==> src/rtl/serial_word_capture_pkg.sv <==
// rtl/serial_word_capture_pkg.sv - shared FSM encoding and counter sizing for serial_word_capture
package serial_word_capture_pkg;

    typedef enum logic [1:0] {
        ST_IDLE  = 2'd0,
        ST_SHIFT = 2'd1,
        ST_FULL  = 2'd2
    } state_t;

    // Counter must be able to hold the value WIDTH itself, not just WIDTH-1.
    function automatic int cnt_width(input int width);
        return $clog2(width + 1);
    endfunction

endpackage

==> src/rtl/serial_word_capture_if.sv <==
// rtl/serial_word_capture_if.sv - serial-in / word-out handshake bundle for serial_word_capture
interface serial_word_capture_if #(
    parameter int WIDTH = 8
);
    localparam int CW = serial_word_capture_pkg::cnt_width(WIDTH);

    logic             d_in;
    logic             en_in;
    logic             start_in;
    logic             rd_in;
    logic [WIDTH-1:0] data_out;
    logic             valid_out;
    logic             busy_out;
    logic [CW-1:0]    bit_cnt_out;
    logic             overrun_out;

    modport slave (
        input  d_in, en_in, start_in, rd_in,
        output data_out, valid_out, busy_out, bit_cnt_out, overrun_out
    );

    modport master (
        output d_in, en_in, start_in, rd_in,
        input  data_out, valid_out, busy_out, bit_cnt_out, overrun_out
    );

endinterface

==> src/rtl/serial_word_capture_shift_reg_en.sv <==
// rtl/serial_word_capture_shift_reg_en.sv - load-enable shift register exposing its next value
module shift_reg_en #(
    parameter int WIDTH     = 8,
    parameter bit MSB_FIRST = 1'b1
) (
    input  logic             clk,
    input  logic             rst,
    input  logic             i_en,
    input  logic             i_d,
    output logic [WIDTH-1:0] o_next
);

    logic [WIDTH-1:0] r_q;
    logic [WIDTH-1:0] w_next;

    // After WIDTH shifts the first bit sits at the MSB (left shift) or LSB (right shift).
    generate
        if (MSB_FIRST) begin : g_msb
            assign w_next = {r_q[WIDTH-2:0], i_d};
        end else begin : g_lsb
            assign w_next = {i_d, r_q[WIDTH-1:1]};
        end
    endgenerate

    always_ff @(posedge clk or posedge rst) begin
        if (rst) begin
            r_q <= '0;
        end else if (i_en) begin
            r_q <= w_next;
        end
    end

    assign o_next = w_next;

endmodule

==> src/rtl/serial_word_capture.sv <==
// rtl/serial_word_capture.sv - assembles enabled serial bits into a word with valid/ack handshake
module serial_word_capture
    import serial_word_capture_pkg::*;
#(
    parameter int WIDTH     = 8,
    parameter bit MSB_FIRST = 1'b1
) (
    input  logic                  clk,
    input  logic                  reset_in,
    serial_word_capture_if.slave  sif
);

    localparam int CW = cnt_width(WIDTH);

    state_t           r_state;
    state_t           w_next_state;
    logic [CW-1:0]    r_bit_cnt;
    logic [CW-1:0]    w_bit_cnt_nxt;
    logic             r_overrun;
    logic             w_overrun_nxt;
    logic             r_valid;
    logic             r_busy;
    logic [WIDTH-1:0] r_data;
    logic [WIDTH-1:0] w_word_nxt;
    logic             w_shift_en;
    logic             w_load;
    logic             w_last_bit;

    shift_reg_en #(
        .WIDTH     (WIDTH),
        .MSB_FIRST (MSB_FIRST)
    ) u_shift (
        .clk    (clk),
        .rst    (reset_in),
        .i_en   (w_shift_en),
        .i_d    (sif.d_in),
        .o_next (w_word_nxt)
    );

    assign w_last_bit = (r_bit_cnt == CW'(WIDTH - 1));

    always_comb begin
        w_next_state  = r_state;
        w_bit_cnt_nxt = r_bit_cnt;
        w_overrun_nxt = r_overrun;
        w_shift_en    = 1'b0;
        w_load        = 1'b0;
        case (r_state)
            ST_IDLE: begin
                if (sif.start_in) begin
                    w_next_state  = ST_SHIFT;
                    w_bit_cnt_nxt = '0;
                    w_overrun_nxt = 1'b0;
                end
            end
            ST_SHIFT: begin
                if (sif.en_in) begin
                    w_shift_en = 1'b1;
                    if (w_last_bit) begin
                        w_load        = 1'b1;
                        w_bit_cnt_nxt = CW'(WIDTH);
                        w_next_state  = ST_FULL;
                    end else begin
                        w_bit_cnt_nxt = r_bit_cnt + CW'(1);
                    end
                end
            end
            ST_FULL: begin
                // An acknowledge on the same edge swallows the stray bit silently.
                if (sif.rd_in) begin
                    w_bit_cnt_nxt = '0;
                    if (sif.start_in) begin
                        w_next_state  = ST_SHIFT;
                        w_overrun_nxt = 1'b0;
                    end else begin
                        w_next_state = ST_IDLE;
                    end
                end else if (sif.en_in) begin
                    w_overrun_nxt = 1'b1;
                end
            end
            default: begin
                w_next_state  = ST_IDLE;
                w_bit_cnt_nxt = '0;
            end
        endcase
    end

    always_ff @(posedge clk or posedge reset_in) begin
        if (reset_in) begin
            r_state   <= ST_IDLE;
            r_bit_cnt <= '0;
            r_overrun <= 1'b0;
            r_valid   <= 1'b0;
            r_busy    <= 1'b0;
            r_data    <= '0;
        end else begin
            r_state   <= w_next_state;
            r_bit_cnt <= w_bit_cnt_nxt;
            r_overrun <= w_overrun_nxt;
            r_valid   <= (w_next_state == ST_FULL);
            r_busy    <= (w_next_state == ST_SHIFT);
            if (w_load) begin
                r_data <= w_word_nxt;
            end
        end
    end

    assign sif.data_out    = r_data;
    assign sif.valid_out   = r_valid;
    assign sif.busy_out    = r_busy;
    assign sif.bit_cnt_out = r_bit_cnt;
    assign sif.overrun_out = r_overrun;

endmodule

==> src/flat_wrapper.sv <==
// flat-port wrapper written by rule: the top's interface ports become plain ports
module serial_word_capture_flat import serial_word_capture_pkg::*;
#(
    parameter int WIDTH     = 8,
    parameter bit MSB_FIRST = 1'b1
)
  (clk, reset_in, sif_d_in, sif_en_in, sif_start_in, sif_rd_in, sif_data_out, sif_valid_out, sif_busy_out, sif_bit_cnt_out, sif_overrun_out);
  serial_word_capture_if #(.WIDTH(WIDTH)) sif_i ();
  input  logic clk;
  input  logic reset_in;
  input wire logic [$bits(sif_i.d_in)-1:0] sif_d_in;
  input wire logic [$bits(sif_i.en_in)-1:0] sif_en_in;
  input wire logic [$bits(sif_i.start_in)-1:0] sif_start_in;
  input wire logic [$bits(sif_i.rd_in)-1:0] sif_rd_in;
  output wire logic [$bits(sif_i.data_out)-1:0] sif_data_out;
  output wire logic [$bits(sif_i.valid_out)-1:0] sif_valid_out;
  output wire logic [$bits(sif_i.busy_out)-1:0] sif_busy_out;
  output wire logic [$bits(sif_i.bit_cnt_out)-1:0] sif_bit_cnt_out;
  output wire logic [$bits(sif_i.overrun_out)-1:0] sif_overrun_out;
  assign sif_i.d_in = sif_d_in;
  assign sif_i.en_in = sif_en_in;
  assign sif_i.start_in = sif_start_in;
  assign sif_i.rd_in = sif_rd_in;
  assign sif_data_out = sif_i.data_out;
  assign sif_valid_out = sif_i.valid_out;
  assign sif_busy_out = sif_i.busy_out;
  assign sif_bit_cnt_out = sif_i.bit_cnt_out;
  assign sif_overrun_out = sif_i.overrun_out;
  serial_word_capture #(.WIDTH(WIDTH), .MSB_FIRST(MSB_FIRST)) u_core (.clk(clk), .reset_in(reset_in), .sif(sif_i));
endmodule
==> config.mk <==
export PLATFORM = sky130hd
export DESIGN_NAME = serial_word_capture_flat
export DESIGN_NICKNAME = d
export VERILOG_FILES = /design/src/rtl/serial_word_capture_pkg.sv /design/src/rtl/serial_word_capture_if.sv /design/src/rtl/serial_word_capture_shift_reg_en.sv /design/src/rtl/serial_word_capture.sv /design/src/flat_wrapper.sv
export SDC_FILE = /design/constraint.sdc
export NUM_CORES = 1
export LEC_CHECK = 0
export ABC_AREA = 0
export BUFFER_PORTS_ARGS = -buffer_cell sky130_fd_sc_hd__buf_2
export CORE_ASPECT_RATIO = 1.5
export CORE_MARGIN = 3
export CORE_UTILIZATION = 44
export DETAILED_ROUTE_END_ITERATION = 7
export GPL_TIMING_DRIVEN = 0
export PLACE_DENSITY = 0.71
export SKIP_CTS_REPAIR_TIMING = 1
export SLEW_MARGIN = 5
export SYNTH_ARGS = -nofsm -noshare
export SYNTH_HDL_FRONTEND = slang
export SYNTH_SLANG_ARGS = --single-unit
==> constraint.sdc <==
create_clock -name clk -period 4.96 [get_ports clk]
set_clock_uncertainty 0.15 [all_clocks]
set_input_delay 0.248 -clock clk [delete_from_list [all_inputs] [get_ports clk]]
set_output_delay 0.248 -clock clk [all_outputs]
set_load 0.02 [all_outputs]
==> flow_summary_export.csv <==
group,metric,value,unit
min_path,hp-class,"input pin to asynchronous set/reset pin",
sta,finalCriticalPeriod,1751,ps
floorplan,start_util,47.29,%
sta,fmax,571.1,MHz
clock_tree,cts_sinks,24,
global_route,grt_max_degree,25,
logic_synthesis,syn_area,1081,um2
finish,area_delta_synth_final,15.28,%
power,power.leakage,0.0006747,uW
route,first_pass_iters,4,
logic_synthesis,seq_area_frac_synth,55.56,%
worst_setup_path,critical_path_class,"flop to flop",
power,p_total,714.2,uW
global_route,grt_remaining_overflow,0,
global_route,grt_pass1_wl,3063,um
outcome,status,"finished, violations left",
clock_tree,numCtsBuffers,3,
clock_tree,h-tree-depth,1,
floorplan,dieArea,3100,um2
worst_setup_path,worstSetupStartpoint,"u_core.sif.bit_cnt_out[0]$_DFFE_PP0P_",
sta,slew_headroom,40.57,%
global_route,grt_pass1_vias,665,
route,routed_via_density,5.458,
power,peakVddDrop,0.0002503,V
worst_setup_path,cp_max_fo,10,
global_route,antenna_found_initial,0,
floorplan,io_pins,21,
worst_setup_path,cp_data_required_time,5020,ps
finish,nets,105,
floorplan,rows,21,
sta,setup-tns-final,0,ps
route,ant_nets,0,
worst_setup_path,r2r_cells,4,
global_route,grt_use_total,13.84,%
floorplan,die_x,46.47,um
sta,rsz0062_at_grt,"no",
worst_setup_path,rr_startpoint,"u_core.sif.bit_cnt_out[0]$_DFFE_PP0P_",
logic_synthesis,ys_types,22,
worst_setup_path,worst_setup_path_end_kind,"flop",
sta,drv_slew,0,
clock_tree,clockRootBuffer,"clkbuf_4",
route,drt_iter0_drc,14,
route,via_count,655,
sta,finalSetupViolations,0,
outcome,violations,"negative hold slack",
sta,whs,-49.11,ps
power,power_density,573.1,nW/um2
place,post_dp_cell_area,1210,um2
sta,hold_viol,24,
finish,nFillCells,196,
finish,stdcell_area,1246,um2
logic_synthesis,ys.warnings.count,0,
route,drt-wirelength-per-cell,14.74,um
finish,drive_above_1_share,45.36,%
worst_setup_path,startpoint_type,"flop",
floorplan,chipHeight,66.71,um
flow_run,drv_cap,0,
worst_setup_path,arrival,1810,ps
clock_tree,cts_tree,"yes",
floorplan,core_area,2286,um2
clock_tree,cts_buffer_depth,2,
clock_tree,path_clk_slew,130,ps
route,drt-total-wl,1769,um
clock_tree,worst_skew_pair.late_latency,310,ps
logic_synthesis,synth_cells,73,
place,portBuffers,20,
place,dp_hpwl,1276,um
worst_setup_path,rrSetupSlack,3210,ps
route,drc,0,
place,gp_congestion,0.7547,
logic_synthesis,ys_ff_latch,24,
finish,num_antenna_cells,0,
sta,tightest_slew,890.5,ps
logic_synthesis,avgSynthCellArea,14.81,um2
sta,final.period_utilization,35.30,%
logic_synthesis,synth_nets,80,
worst_setup_path,regToRegEndpoint,"u_core.sif.data_out[2]$_DFFE_PP0P_",
[cells by family (layout without fill, tap and decap cells)]
logic type	Yosys count	count (layout)	synth area share (%)
AOI/OAI and AO/OA	14	14	8.796
DFF	24	24	55.56
buffers and inverters	4	28	2.083
and+or+nand+nor	14	14	10.88
muxes	16	16	21.53
adders and majority gates	1	1	1.157
[flip-flops by register name, indices dropped and copies added (netlist names)]
name	flops
u_core.sif.data_out	8
u_core.u_shift.r_q	7
u_core.sif.bit_cnt_out	4
u_core.r_state	2
u_core.sif.busy_out	1
u_core.sif.overrun_out	1
u_core.sif.valid_out	1
[synth_stat cells]
cell	instances	area (um2)
nor2_8	1	20.02
a21o_1	3	22.52
inv_2	1	3.750
a22o_1	3	26.28
mux2_4	14	210.2
buf_6	1	11.26
nand3b_4	1	20.02
nand2b_1	2	12.51
inv_1	2	7.510
and4_1	1	8.760
nand3b_1	1	7.510
and2_1	1	6.260
nor2b_1	2	12.51
mux2_1	1	11.26
a21oi_1	3	15.01
mux2_2	1	11.26
dfrtp_1	24	600.6
nor2_1	3	11.26
nor3b_2	1	12.51
o22ai_1	5	31.28
ha_1	1	12.51
and3_1	1	6.260
[layout by cell type (no fill, tap or decap)]
master	n
dfrtp_1	24
buf_2	20
mux2_4	14
o22ai_1	5
a21oi_1	3
nor2_1	3
a22o_1	3
a21o_1	3
clkbuf_4	3
nand2b_1	2
nor2b_1	2
inv_1	2
nand3b_4	1
buf_6	1
nand3b_1	1
nor2_8	1
mux2_2	1
and4_1	1
and3_1	1
inv_2	1
and2_1	1
nor3b_2	1
mux2_1	1
ha_1	1
clkbuf_8	1
[through the flow]
step	instances	hold slack, ps	util [%]	worst slack (ps)
final	120	-49.11	54.52	3209
after global routing	120	9.883	54.52	3106
after CTS	120	-23.86	54.52	3182
after detailed placement	116	340.0	52.93	3205
after global placement	116	330.2	52.93	3216
after floorplan	73	112.6	-	3213
[worst max path at each step]
stage,end,slack [ps],cells after the start
2_1_floorplan,u_core.sif.data_out[0]$_DFFE_PP0P_,3210,4
3_3_place_gp,u_core.sif.data_out[4]$_DFFE_PP0P_,3220,4
3_5_place_dp,u_core.sif.data_out[2]$_DFFE_PP0P_,3210,4
4_1_cts,u_core.sif.data_out[2]$_DFFE_PP0P_,3180,4
5_1_grt,u_core.sif.data_out[2]$_DFFE_PP0P_,3110,4
6_report,u_core.sif.data_out[2]$_DFFE_PP0P_,3210,4
[layout make-up]
type | instances | area (um2) | area share, %
repair buffers | 20 | 100.1 | 8.032
plain buffers | 1 | 11.26 | 0.9036
multi-input cells | 45 | 457.9 | 36.75
clock buffers | 4 | 36.28 | 2.912
flip-flops and latches | 24 | 600.6 | 48.19
inverters | 3 | 11.26 | 0.9036
well taps | 23 | 28.78 | 2.309
[per-layer routing]
metal / share of wire (%) / GRT usage, % / wire, um
met1: 46 / 18.93 / 817
met2: 50 / 20.34 / 876
met3: 2.6 / 2.432 / 46
met4: 1.6 / 7.117 / 29
met5: 0 / 0 / 0
[report_power, final]
| part | switching (uW) | total (uW) | internal (uW) |
|---|---|---|---|
| Combinational | 131 | 279 | 147 |
| Clock | 57.7 | 103 | 44.8 |
| Sequential | 62.0 | 333 | 271 |
[worst max-delay path, stage by stage (launching register included)]
cell	delay [ps]
dfrtp_1	450
ha_1	250
nand3b_1	210
nor2_8	270
mux2_4	330
Note: power is estimated with default switching activity, not from simulation.
